File: config.mk
export PLATFORM = sky130hd
export DESIGN_NAME = search_vec_seq_flat
export DESIGN_NICKNAME = d
export VERILOG_FILES = /design/src/rtl/search_vec_seq_if.sv /design/src/rtl/search_vec_seq.sv /design/src/flat_wrapper.sv
export SDC_FILE = /design/constraint.sdc
export NUM_CORES = 1
export LEC_CHECK = 0
export ABC_AREA = 1
export CORE_MARGIN = 2
export CORE_UTILIZATION = 45
export DETAILED_ROUTE_END_ITERATION = 12
export PLACE_DENSITY_LB_ADDON = 0.08
export SYNTH_ARGS = -nofsm -noshare
export SYNTH_HDL_FRONTEND = slang
export SYNTH_SLANG_ARGS = --single-unit
File: constraint.sdc
create_clock -name clock -period 3 [get_ports clock]
set_input_delay 0.45 -clock clock [delete_from_list [all_inputs] [get_ports clock]]
set_output_delay 0.45 -clock clock [all_outputs]
set_load 0.01 [all_outputs]
File: src/rtl/search_vec_seq_if.sv
// Stream bundle for search_vec_seq: element input stream, mode select and result stream.
// The master side is the producer/consumer pair, the slave side is the search block.
interface search_vec_seq_if #(
  parameter int W       = 8,
  parameter int MAX_LEN = 16
);
  localparam int IW = $clog2(MAX_LEN);
  localparam int LW = $clog2(MAX_LEN + 1);

  logic          io_in_valid;
  logic          io_in_ready;
  logic [W-1:0]  io_in_data;
  logic          io_in_last;
  logic          io_mode;
  logic          io_out_valid;
  logic          io_out_ready;
  logic [W-1:0]  io_out_v;
  logic [IW-1:0] io_out_idx;
  logic [LW-1:0] io_out_len;
  logic          io_out_trunc;

  modport master (
    output io_in_valid, io_in_data, io_in_last, io_mode, io_out_ready,
    input  io_in_ready, io_out_valid, io_out_v, io_out_idx, io_out_len, io_out_trunc
  );

  modport slave (
    input  io_in_valid, io_in_data, io_in_last, io_mode, io_out_ready,
    output io_in_ready, io_out_valid, io_out_v, io_out_idx, io_out_len, io_out_trunc
  );
endinterface

File: src/rtl/search_vec_seq.sv
// Streaming argmin/argmax over a variable-length vector (1..MAX_LEN beats), one result beat per vector.
// Optional max search is enabled by defining SEARCH_VEC_SEQ_MAX_MODE_EN; otherwise always minimum.
module search_vec_seq #(
  parameter int W       = 8,
  parameter int MAX_LEN = 16
) (
  input  logic           clock,
  input  logic           reset,
  search_vec_seq_if.slave io
);
  localparam int IW = $clog2(MAX_LEN);
  localparam int LW = $clog2(MAX_LEN + 1);

  typedef enum logic [1:0] {
    IDLE  = 2'd0,
    ACCUM = 2'd1,
    DONE  = 2'd2
  } state_t;

  state_t        state_r, state_s;
  logic [W-1:0]  best_v_r, best_v_s;
  logic [IW-1:0] best_idx_r, best_idx_s;
  logic [LW-1:0] cnt_r, cnt_s;
  logic [W-1:0]  out_v_r, out_v_s;
  logic [IW-1:0] out_idx_r, out_idx_s;
  logic [LW-1:0] out_len_r, out_len_s;
  logic          out_trunc_r, out_trunc_s;

  logic          in_fire_s;
  logic          out_fire_s;
  logic          replace_s;
  logic [LW-1:0] cnt_inc_s;
  logic [W-1:0]  nxt_v_s;
  logic [IW-1:0] nxt_idx_s;

  assign in_fire_s  = io.io_in_valid && io.io_in_ready;
  assign out_fire_s = io.io_out_valid && io.io_out_ready;
  assign cnt_inc_s  = cnt_r + LW'(1'b1);

`ifdef SEARCH_VEC_SEQ_MAX_MODE_EN
  logic mode_r, mode_s;
  // Strict compare keeps the earliest index on ties.
  assign replace_s = mode_r ? (io.io_in_data > best_v_r) : (io.io_in_data < best_v_r);
`else
  logic unused_mode_s;
  assign unused_mode_s = io.io_mode;
  assign replace_s     = (io.io_in_data < best_v_r);
`endif

  assign nxt_v_s   = replace_s ? io.io_in_data : best_v_r;
  assign nxt_idx_s = replace_s ? IW'(cnt_r) : best_idx_r;

  // Next-state and datapath update for the search FSM.
  always_comb begin
    state_s     = state_r;
    best_v_s    = best_v_r;
    best_idx_s  = best_idx_r;
    cnt_s       = cnt_r;
    out_v_s     = out_v_r;
    out_idx_s   = out_idx_r;
    out_len_s   = out_len_r;
    out_trunc_s = out_trunc_r;
`ifdef SEARCH_VEC_SEQ_MAX_MODE_EN
    mode_s      = mode_r;
`endif
    case (state_r)
      IDLE: begin
        if (in_fire_s) begin
          best_v_s   = io.io_in_data;
          best_idx_s = '0;
          cnt_s      = LW'(1'b1);
`ifdef SEARCH_VEC_SEQ_MAX_MODE_EN
          mode_s     = io.io_mode;
`endif
          if (io.io_in_last) begin
            state_s     = DONE;
            out_v_s     = io.io_in_data;
            out_idx_s   = '0;
            out_len_s   = LW'(1'b1);
            out_trunc_s = 1'b0;
          end else begin
            state_s = ACCUM;
          end
        end else begin
          state_s = IDLE;
        end
      end
      ACCUM: begin
        if (in_fire_s) begin
          best_v_s   = nxt_v_s;
          best_idx_s = nxt_idx_s;
          cnt_s      = cnt_inc_s;
          // A full vector without last is force-terminated and flagged.
          if (io.io_in_last || (cnt_inc_s == LW'(MAX_LEN))) begin
            state_s     = DONE;
            out_v_s     = nxt_v_s;
            out_idx_s   = nxt_idx_s;
            out_len_s   = cnt_inc_s;
            out_trunc_s = !io.io_in_last;
          end else begin
            state_s = ACCUM;
          end
        end else begin
          state_s = ACCUM;
        end
      end
      DONE: begin
        if (out_fire_s) begin
          state_s = IDLE;
        end else begin
          state_s = DONE;
        end
      end
      default: begin
        state_s = IDLE;
      end
    endcase
  end

  // State and result registers with synchronous reset.
  always_ff @(posedge clock) begin
    if (reset) begin
      state_r     <= IDLE;
      best_v_r    <= '0;
      best_idx_r  <= '0;
      cnt_r       <= '0;
      out_v_r     <= '0;
      out_idx_r   <= '0;
      out_len_r   <= '0;
      out_trunc_r <= 1'b0;
`ifdef SEARCH_VEC_SEQ_MAX_MODE_EN
      mode_r      <= 1'b0;
`endif
    end else begin
      state_r     <= state_s;
      best_v_r    <= best_v_s;
      best_idx_r  <= best_idx_s;
      cnt_r       <= cnt_s;
      out_v_r     <= out_v_s;
      out_idx_r   <= out_idx_s;
      out_len_r   <= out_len_s;
      out_trunc_r <= out_trunc_s;
`ifdef SEARCH_VEC_SEQ_MAX_MODE_EN
      mode_r      <= mode_s;
`endif
    end
  end

  assign io.io_in_ready  = !reset && (state_r != DONE);
  assign io.io_out_valid = (state_r == DONE);
  assign io.io_out_v     = out_v_r;
  assign io.io_out_idx   = out_idx_r;
  assign io.io_out_len   = out_len_r;
  assign io.io_out_trunc = out_trunc_r;
endmodule

File: src/flat_wrapper.sv
// flat-port wrapper written by rule: the top's interface ports become plain ports
module search_vec_seq_flat 
#(
  parameter int W       = 8,
  parameter int MAX_LEN = 16
)
  (clock, reset, io_io_in_valid, io_io_in_data, io_io_in_last, io_io_mode, io_io_out_ready, io_io_in_ready, io_io_out_valid, io_io_out_v, io_io_out_idx, io_io_out_len, io_io_out_trunc);
  search_vec_seq_if #(.W(W), .MAX_LEN(MAX_LEN)) io_i ();
  input  logic clock;
  input  logic reset;
  input wire logic [$bits(io_i.io_in_valid)-1:0] io_io_in_valid;
  input wire logic [$bits(io_i.io_in_data)-1:0] io_io_in_data;
  input wire logic [$bits(io_i.io_in_last)-1:0] io_io_in_last;
  input wire logic [$bits(io_i.io_mode)-1:0] io_io_mode;
  input wire logic [$bits(io_i.io_out_ready)-1:0] io_io_out_ready;
  output wire logic [$bits(io_i.io_in_ready)-1:0] io_io_in_ready;
  output wire logic [$bits(io_i.io_out_valid)-1:0] io_io_out_valid;
  output wire logic [$bits(io_i.io_out_v)-1:0] io_io_out_v;
  output wire logic [$bits(io_i.io_out_idx)-1:0] io_io_out_idx;
  output wire logic [$bits(io_i.io_out_len)-1:0] io_io_out_len;
  output wire logic [$bits(io_i.io_out_trunc)-1:0] io_io_out_trunc;
  assign io_i.io_in_valid = io_io_in_valid;
  assign io_i.io_in_data = io_io_in_data;
  assign io_i.io_in_last = io_io_in_last;
  assign io_i.io_mode = io_io_mode;
  assign io_i.io_out_ready = io_io_out_ready;
  assign io_io_in_ready = io_i.io_in_ready;
  assign io_io_out_valid = io_i.io_out_valid;
  assign io_io_out_v = io_i.io_out_v;
  assign io_io_out_idx = io_i.io_out_idx;
  assign io_io_out_len = io_i.io_out_len;
  assign io_io_out_trunc = io_i.io_out_trunc;
  search_vec_seq #(.W(W), .MAX_LEN(MAX_LEN)) u_core (.clock(clock), .reset(reset), .io(io_i));
endmodule
After elaboration in Yosys (flattened, before gate mapping)
Index checks and enable logic that the tools add are counted.
{ "op_classes": {"addsub": 1, "order_cmp": 1, "n_eq_ne": 8, "muxes": 37, "n_reduce_logical": 10} }
{ "ops": {"columns": ["cell", "n"], "rows": [
  ["8-bit two-way mux", 7],
  ["8-bit one-hot mux with 2 select lines", 2],
  ["5-bit two-way mux", 6],
  ["4-bit two-way mux", 7],
  ["5-bit one-hot mux with 2 select lines", 2],
  ["4-bit one-hot mux with 2 select lines", 2],
  ["2-bit two-way mux", 5],
  ["8-bit less-than comparator", 1],
  ["2-bit by 1-bit inequality test with 1-bit output, second input constant", 3],
  ["2-bit one-hot mux with 3 select lines", 1],
  ["5-bit by 1-bit adder with 5-bit output, second input constant", 1],
  ["5-bit equality test, second input constant", 1],
  ["5-bit AND reduction", 1],
  ["1-bit two-way mux", 4],
  ["2-bit inequality test, second input constant", 2],
  ["1-bit logical AND", 3],
  ["3-bit AND reduction", 1],
  ["2-bit by 1-bit equality test with 1-bit output, second input constant", 1],
  ["2-bit equality test, second input constant", 1],
  ["1-bit logical NOT", 2],
  ["2-bit logical NOT", 1],
  ["1-bit one-hot mux with 2 select lines", 1],
  ["2-bit nonzero test", 1],
  ["1-bit logical OR", 1]
]} }
{ "totals": {"reg_bits": 37, "output_inout_bits": 20} }

Longest topological paths before layout
Gate-level depths: netlist of run 1.
{ "depth": {"ltp_word": 6, "mapped_depth": 14, "ltp_nobuf": 14} }

Worst setup path before layout of run 1
Ideal clock, no wire load.
{ "synth_path": {"path_type": "input to register", "startpoint": "input reset", "endpoint": "register u_core.out_v_r[5] (netlist: u_core.io.io_out_v[5])", "setup_ps": 109, "arrival_ps": 1577, "slack_ps": 1314, "path_stages": 12, "cell_sequence": "clkbuf_1 -> nor2_4 -> nand2_2 -> inv_1 -> nand2_1 -> inv_2 -> nand2_4 -> nand2_4 -> buf_12 -> nand3_1 -> nand2_1 -> inv_1"} }
{ "synth_via": {"elab_chain_cells": 5, "word_cells_on_any_way": 6, "cone_classes": "eq/ne (2); reduce/logical (4)"} }
{ "synth_rtl": {"columns": ["element", "line_no", "text"], "rows": [
  ["start: declaration", "flat_wrapper.sv:10", "input logic reset;"],
  ["1-bit logical NOT (*)", "search_vec_seq.sv:149", "assign io.io_in_ready = !reset && (state_r != DONE);"],
  ["1-bit logical AND (*)", "search_vec_seq.sv:149", null],
  ["via io_io_in_ready", "flat_wrapper.sv:16", "output wire logic [$bits(io_i.io_in_ready)-1:0] io_io_in_ready;"],
  ["1-bit logical AND (*)", "search_vec_seq.sv:36", "assign in_fire_s = io.io_in_valid && io.io_in_ready;"],
  ["2-bit by 1-bit inequality test with 1-bit output (no line)", null, null],
  ["5-bit AND reduction (no line) (*)", null, null],
  ["end signal: assignment", "search_vec_seq.sv:139", "out_v_r <= out_v_s;"],
  ["end: declaration", "search_vec_seq.sv:24", "logic [W-1:0] out_v_r, out_v_s;"]
]} }
The timed path passes the listed nets; every way through them passes the cells marked *.
A chain may end at the register's enable or synchronous reset.

Worst setup path after layout of run 1
{ "layout_path": {"startpoint": "input io_io_in_data[7]", "endpoint": "register u_core.out_v_r[7] (netlist: u_core.io.io_out_v[7])"} }
{ "layout_via": {"elab_chain_cells": 5, "word_cells_on_any_way": 7, "cone_classes": "order compare (1); mux (6)"} }
{ "layout_rtl": {"columns": ["element", "line_no", "text"], "rows": [
  ["start: declaration", "flat_wrapper.sv:12", "input wire logic [$bits(io_i.io_in_data)-1:0] io_io_in_data;"],
  ["8-bit less-than comparator", "search_vec_seq.sv:47", "assign replace_s = (io.io_in_data < best_v_r);"],
  ["8-bit two-way mux", "search_vec_seq.sv:50", "assign nxt_v_s = replace_s ? io.io_in_data : best_v_r;"],
  ["8-bit two-way mux", "search_vec_seq.sv:94", "if (io.io_in_last || (cnt_inc_s == LW'(MAX_LEN))) begin"],
  ["8-bit two-way mux", "search_vec_seq.sv:89", "if (in_fire_s) begin"],
  ["8-bit one-hot mux with 2 select lines (*)", "search_vec_seq.sv:66", "case (state_r)"]
]} }
Mark *: on every way between the ends. The rest lies on a longest branch, timed or not. The select of a mux whose other input is x is not followed.

==> results of run 1 <==
-- final cells by class --
class	count	area, µm²	area share
Sequential cell	37	741	0.301
Tap cell	52	65.1	0.0264
Inverter	62	233	0.0945
Clock buffer	8	80.1	0.0325
Timing Repair Buffer	36	350	0.142
Multi-Input combinational cell	190	995	0.404
-- power breakdown --
group | internal [mW] | leakage, nW | total, mW | switching [mW]
clock | 0.165 | 0.0395 | 0.332 | 0.167
combinational | 0.0941 | 0.871 | 0.219 | 0.125
sequential | 0.520 | 0.302 | 0.536 | 0.0163
total | 0.779 | 1.21 | 1.09 | 0.308
-- through the flow --
| step | utilization | power, mW | setup WS (ns) | std cells | instance area, µm² |
|---|---|---|---|---|---|
| floorplan | - | 0.689 | 1.31 | 301 | 2040 |
| global placement | 0.547 | 0.764 | 0.685 | 377 | 2380 |
| detailed placement | 0.547 | 0.767 | 0.656 | 377 | 2380 |
| CTS | 0.566 | 1.10 | 0.929 | 385 | 2460 |
| global route | 0.566 | 1.15 | 0.716 | 385 | 2460 |
| finish | 0.566 | 1.09 | 0.942 | 385 | 2460 |
-- critical path: stages --
cell and delay [ns]:
clkdlybuf4s50_1 0.44, ha_1 0.32, a21oi_1 0.15, o21a_1 0.20, nand2_1 0.09, nand2_1 0.27, nand2_1 0.14, nand3_1 0.12
nand2_1 0.06, inv_1 0.04
-- worst min path at each step --
stage / start / end / slack [ns] / cells after the start
6_report: u_core.io.io_out_trunc$_SDFFE_PP0P_ / u_core.io.io_out_trunc$_SDFFE_PP0P_ / 0.49 / 2
3_3_place_gp: u_core.io.io_out_trunc$_SDFFE_PP0P_ / u_core.io.io_out_trunc$_SDFFE_PP0P_ / 0.47 / 2
2_1_floorplan: u_core.cnt_r[0]$_SDFFE_PP0P_ / u_core.cnt_r[0]$_SDFFE_PP0P_ / 0.47 / 1
3_5_place_dp: u_core.io.io_out_len[1]$_SDFFE_PP0P_ / u_core.io.io_out_len[1]$_SDFFE_PP0P_ / 0.48 / 2
4_1_cts: u_core.io.io_out_len[1]$_SDFFE_PP0P_ / u_core.io.io_out_len[1]$_SDFFE_PP0P_ / 0.49 / 2
5_1_grt: u_core.io.io_out_trunc$_SDFFE_PP0P_ / u_core.io.io_out_trunc$_SDFFE_PP0P_ / 0.51 / 2
-- routing by layer --
metal / track usage / vias up
met2: 0.286 / 49
met1: 0.268 / 804
met5: 0 / -
li1: - / 1012
met3: 0.0295 / 12
met4: 0.0629 / 0
-- synth_stat cells, drive strengths merged --
library cell and number:
a21boi 1, nand4 1, clkbuf 4, nand3 53
a21oi 29, nor2 10, buf 8, o21ai 9
nor3 2, inv 62, o21a 2, nand2 75
dfxtp 37, ha 8
-- sequential cells by signal, summed over array words and instances (netlist names) --
register                count
u_core.state_r              2
u_core.best_v_r             8
u_core.io.io_out_len        5
u_core.cnt_r                5
u_core.io.io_out_trunc      1
u_core.io.io_out_idx        4
u_core.best_idx_r           4
u_core.io.io_out_v          8
-- logic make-up after synthesis --
logic type | count (synthesis)
simple gates | 141
buf+inv | 74
compound gates | 41
flops | 37
fa+ha+maj | 8
==> tab_implementation.tex, run 1 <==
\begin{tabular}{lr}
\hline
Metric & Value \\
\hline
\multicolumn{2}{l}{\textbf{STA}} \\
\quad Setup Skew & 0.00578 ns \\
\quad FMAX & 486 MHz \\
\quad Final number of setup-violating endpoints & 0 \\
\quad Slew at the pin closest to its max-slew limit & 0.694 ns \\
\quad Setup tns final & 0 ns \\
\quad Min cycle time layout & 2.06 ns \\
\quad Final Hold Vio Count & 0 \\
\quad Setup repair after global routing missed its margin & false \\
\quad Fin crit share & 0.686 \\
\quad Max Transition Viols Final & 0 \\
\quad Max\_slew headroom & 0.537 \\
\quad Worst hold slack & 0.488 ns \\
\multicolumn{2}{l}{\textbf{Clocking}} \\
\quad CTS Buf Count & 5 \\
\quad Number of buffers inserted to repair setup after CTS & 0 \\
\quad Clock-pin slew of the registers on the worst-case setup and hold paths & 0.07 ns \\
\quad Number of H-tree branching levels & 2 \\
\quad Root buffer cell & clkbuf\_8 \\
\quad Clock tree from TritonCTS & yes \\
\quad Number of hold buffers added after CTS & 0 \\
\quad Maximum count of clock buffers along a single path & 2 \\
\quad Clk sink count & 37 \\
\quad CTS resizes & 0 \\
\quad Clock latency on the worst-skew pair & 0.28 ns \\
\multicolumn{2}{l}{\textbf{Worst setup path}} \\
\quad Critical Path Start & io\_io\_in\_data[7] \\
\quad Critical register-to-register path endpoint & u\_core.io.io\_out\_v[5]\$\_SDFFE\_PP0P\_ \\
\quad Start of the worst register-to-register path & u\_core.cnt\_r[0]\$\_SDFFE\_PP0P\_ \\
\quad Setup slack, reg-to-reg & 0.98 ns \\
\quad Critical path data required time & 3.23 ns \\
\quad Maximum fanout count along the critical path & 9 \\
\quad CP Class & in2reg \\
\quad Capturing element of the worst setup path & u\_core.io.io\_out\_v[7]\$\_SDFFE\_PP0P\_ \\
\quad Setup crit end kind & flop \\
\quad Startpoint type of the worst setup path & input port \\
\quad Reg2reg path depth & 12 \\
\quad Worst endpoint data arrival time & 2.29 ns \\
\multicolumn{2}{l}{\textbf{Placed design}} \\
\quad Gp weighted congestion & 0.762 \\
\quad Port buffer count & 32 \\
\quad Total half-perimeter wirelength after legalization and detailed placement & 3.08 mm \\
\multicolumn{2}{l}{\textbf{Logic synthesis}} \\
\quad Yosys top cell by area & dfxtp\_1 \\
\quad Number of warning messages in the yosys log & 0 \\
\quad Simple logic cell fraction of the synthesized area & 0.321 \\
\quad Post-synthesis share of cell area spent on xor and xnor gates & 0 \\
\quad Post-synthesis instance total & 301 \\
\quad Area share of fa/ha/maj cells after synthesis & 0.0491 \\
\quad Post-synthesis compound-gate area fraction & 0.117 \\
\quad Cell Area, Synth & 2040 µm² \\
\quad Most area-consuming cells after synthesis & dfxtp\_1, nand3\_1, nand2\_1, inv\_1, a21oi\_1 \\
\quad Share of cell area taken by muxes after synthesis & 0 \\
\quad Largest family of logic cells by synthesized area & simple AND/OR/NAND/NOR gates \\
\quad Post-Syn Nets & 323 \\
\quad Average cell area after synthesis & 6.78 µm² \\
\quad Synth Register Bits & 37 \\
\quad Sequential cell area fraction in the yosys report & 0.363 \\
\quad Share of Yosys cell area claimed by the top area cell type & 0.363 \\
\quad Cell variety after synth & 25 \\
\multicolumn{2}{l}{\textbf{Min path}} \\
\quad Class of the most critical hold timing path & reg2reg \\
\multicolumn{2}{l}{\textbf{Drt}} \\
\quad Wire per inst & 11.9 µm \\
\quad Via count of the routed design & 1,877 \\
\quad Count of antenna-violating nets left after detailed routing & 0 \\
\quad Met3 wire len & 211 µm \\
\quad Per-cell via count in the routed design & 4.88 \\
\quad WL met1 & 2.28 mm \\
\quad DRC violations left & 0 \\
\quad Post-detailed-routing wire length & 4.57 mm \\
\quad DRT iter0 DRCs & 87 \\
\quad Router iterations before antenna repair & 4 \\
\quad Met2 Routed Length & 1.99 mm \\
\quad Max Used Layer & met4 \\
\multicolumn{2}{l}{\textbf{Die}} \\
\quad Horizontal extent of the die & 71.3 µm \\
\quad Height of the chip & 71.3 µm \\
\quad Rows & 24 \\
\quad Core area & 4350 µm² \\
\quad Floorplan die area & 5090 µm² \\
\quad Initial standard-cell utilization of the core & 0.468 \\
\quad IO Pins & 34 \\
\multicolumn{2}{l}{\textbf{Global route}} \\
\quad GRT Util Overall & 0.187 \\
\quad Number of antenna violations at the first check in global routing & 0 \\
\quad Global route total overflow & 0 \\
\quad Pin count of the biggest net entering global routing & 23 \\
\quad Number of global-route vias before repair & 1,639 \\
\quad First-pass GRT wire length & 7.57 mm \\
\multicolumn{2}{l}{\textbf{Run}} \\
\quad Max-cap violations & 0 \\
\multicolumn{2}{l}{\textbf{Layout}} \\
\quad Commonest non-fill, non-tap cells in the layout & nand2\_1, inv\_1, nand3\_1, dfxtp\_1, clkdlybuf4s50\_1 \\
\quad Share of post-route cells with drive strength above 1 & 0.0871 \\
\quad Most common cell after layout, fill and taps aside & nand2\_1 \\
\quad Filler cell count & 448 \\
\quad Post-layout nets & 354 \\
\quad Area growth, synth to finish & 20.8\% \\
\quad Number of diodes & 0 \\
\multicolumn{2}{l}{\textbf{Power}} \\
\quad Peak VDD IR & 0.192 mV \\
\quad Leakage power summed over all cells & 1.21 nW \\
\quad Areal power density over the cells & 441 nW/µm² \\
\multicolumn{2}{l}{\textbf{Outcome}} \\
\quad Outcome & completed \\
\hline
\end{tabular}
(Power assumes the default switching activity.)
==> run 2, diff against run 1 <==
Clock period 3 ns to 1.9 ns, I/O delays scaled along.
==> tab_implementation.tex, run 2 (synthesis gave the netlist of run 1 again) <==
\begin{tabular}{lr}
\hline
Metric & Value \\
\hline
\multicolumn{2}{l}{\textbf{Outcome}} \\
\quad Outcome & completed \\
\multicolumn{2}{l}{\textbf{Placed design}} \\
\quad Cell area after placement & 2570 µm² \\
\quad Port buffer count & 32 \\
\quad Total half-perimeter wirelength after legalization and detailed placement & 3.37 mm \\
\quad Gp weighted congestion & 0.822 \\
\multicolumn{2}{l}{\textbf{Global route}} \\
\quad Number of antenna violations at the first check in global routing & 0 \\
\quad Pin count of the biggest net entering global routing & 22 \\
\quad First-pass GRT wire length & 8.08 mm \\
\quad Number of global-route vias before repair & 1,812 \\
\quad GRT Util Overall & 0.202 \\
\quad Global route total overflow & 0 \\
\multicolumn{2}{l}{\textbf{Worst setup path}} \\
\quad Reg2reg path depth & 10 \\
\quad Setup crit end kind & flop \\
\quad Critical register-to-register path endpoint & u\_core.io.io\_out\_v[7]\$\_SDFFE\_PP0P\_ \\
\quad Worst endpoint data arrival time & 1.98 ns \\
\quad Startpoint type of the worst setup path & input port \\
\quad Critical path data required time & 2.09 ns \\
\quad Setup slack, reg-to-reg & 0.18 ns \\
\quad Maximum fanout count along the critical path & 12 \\
\quad CP Class & in2reg \\
\quad Start of the worst register-to-register path & u\_core.best\_v\_r[7]\$\_SDFFE\_PP0P\_ \\
\multicolumn{2}{l}{\textbf{Die}} \\
\quad Horizontal extent of the die & 71.3 µm \\
\quad IO Pins & 34 \\
\quad Core area & 4350 µm² \\
\quad Initial standard-cell utilization of the core & 0.468 \\
\quad Floorplan die area & 5090 µm² \\
\quad Height of the chip & 71.3 µm \\
\quad Rows & 24 \\
\multicolumn{2}{l}{\textbf{Min path}} \\
\quad Class of the most critical hold timing path & in2reg \\
\quad Hold worst-path end & u\_core.io.io\_out\_v[3]\$\_SDFFE\_PP0P\_ \\
\quad Cell depth of the worst min-delay path & 5 \\
\quad Worst hold start & io\_io\_in\_data[3] \\
\multicolumn{2}{l}{\textbf{STA}} \\
\quad Fin crit share & 0.941 \\
\quad Worst hold slack & 0.405 ns \\
\quad Final Hold Vio Count & 0 \\
\quad Setup Skew & 0.00797 ns \\
\quad Setup repair after global routing missed its margin & false \\
\quad Slew at the pin closest to its max-slew limit & 0.352 ns \\
\quad Setup tns final & 0 ns \\
\quad Max Transition Viols Final & 0 \\
\quad Max\_slew headroom & 0.764 \\
\quad Final number of setup-violating endpoints & 0 \\
\quad FMAX & 559 MHz \\
\quad Min cycle time layout & 1.79 ns \\
\multicolumn{2}{l}{\textbf{Layout}} \\
\quad Area growth, synth to finish & 32.0\% \\
\quad Commonest non-fill, non-tap cells in the layout & nand2\_1, inv\_1, nand3\_1, dfxtp\_1, clkdlybuf4s50\_1 \\
\quad Number of diodes & 0 \\
\quad Share of post-route cells with drive strength above 1 & 0.151 \\
\quad Post-layout nets & 372 \\
\quad Cell area after layout & 2690 µm² \\
\quad Final core area utilization & 0.618 \\
\quad Most common cell after layout, fill and taps aside & nand2\_1 \\
\multicolumn{2}{l}{\textbf{Clocking}} \\
\quad Clock-pin slew of the registers on the worst-case setup and hold paths & 0.07 ns \\
\quad Clock tree from TritonCTS & yes \\
\quad Maximum count of clock buffers along a single path & 2 \\
\quad Root buffer cell & clkbuf\_8 \\
\quad Number of H-tree branching levels & 2 \\
\quad Clk sink count & 37 \\
\quad CTS Buf Count & 5 \\
\quad Clock latency on the worst-skew pair & 0.29 ns \\
\quad Number of buffers inserted to repair setup after CTS & 0 \\
\multicolumn{2}{l}{\textbf{Drt}} \\
\quad Router iterations before antenna repair & 4 \\
\quad DRT iter0 DRCs & 126 \\
\quad Per-cell via count in the routed design & 4.86 \\
\quad Via count of the routed design & 1,952 \\
\quad Post-detailed-routing wire length & 4.70 mm \\
\quad Count of antenna-violating nets left after detailed routing & 0 \\
\quad Wire per inst & 11.7 µm \\
\quad DRC violations left & 0 \\
\multicolumn{2}{l}{\textbf{Power}} \\
\quad Leakage power summed over all cells & 1.34 nW \\
\quad Peak VDD IR & 0.364 mV \\
\quad Overall power after layout & 1.80 mW \\
\quad Areal power density over the cells & 668 nW/µm² \\
\multicolumn{2}{l}{\textbf{Run}} \\
\quad Max-cap violations & 0 \\
\hline
\end{tabular}
[run 2: power breakdown]
| group | internal [mW] | switching [mW] |
|---|---|---|
| clock | 0.288 | 0.265 |
| combinational | 0.188 | 0.211 |
| sequential | 0.821 | 0.0250 |
[run 2: cell type report]
type                    instances  area, µm²
clock buffers                   7       86.3
fillers                       416       1660
inverters                      62        233
multi-input cells             190       1030
flip-flops and latches         37        741
well taps                      52       65.1
repair buffers                 54        541
[run 2: metal layers]
layer / global-route usage / share of wire
met5: 0 / 0
met4: 0.0692 / 0.015
met3: 0.0295 / 0.033
met2: 0.335 / 0.45
met1: 0.269 / 0.50
[run 2: worst max path at each step]
| stage | start | endpoint | slack (ns) | depth (start not counted) |
|---|---|---|---|---|
| after detailed placement | io_io_in_data[7] | u_core.io.io_out_v[1]$_SDFFE_PP0P_ | -0.17 | 11 |
| after CTS | u_core.state_r[0]$_SDFF_PP0_ | io_io_in_ready | 0.12 | 5 |
| after global routing | io_io_in_data[2] | u_core.io.io_out_v[2]$_SDFFE_PP0P_ | 0.006 | 14 |
| after global placement | io_io_in_data[7] | u_core.io.io_out_v[1]$_SDFFE_PP0P_ | -0.14 | 11 |
| final | io_io_in_data[7] | u_core.io.io_out_v[7]$_SDFFE_PP0P_ | 0.11 | 10 |
| after floorplan | u_core.cnt_r[0]$_SDFFE_PP0P_ | u_core.io.io_out_v[5]$_SDFFE_PP0P_ | 0.27 | 13 |
[run 2: critical path, cell delays in order]
cell and delay [ns]:
clkdlybuf4s50_1 0.43, ha_1 0.31, a21oi_1 0.16, o21a_1 0.17
nand2_2 0.07, buf_4 0.19, nand3_1 0.10, nand3_1 0.13
nand2_1 0.09, inv_1 0.03
[run 2: through the flow]
step                      cells  setup WS (ns)
final                       402          0.111
after global routing        402        0.00646
after CTS                   402          0.120
after detailed placement    395         -0.167
after global placement      395         -0.143
after floorplan             301          0.271
[run 2: what timing repair did]
item / 4_1_cts / 5_1_grt
endpoints found under the hold margin: 0 / 0
hold buffers: 0 / 0
gates resized for setup: 0 / 7
setup endpoints to repair: 0 / 10
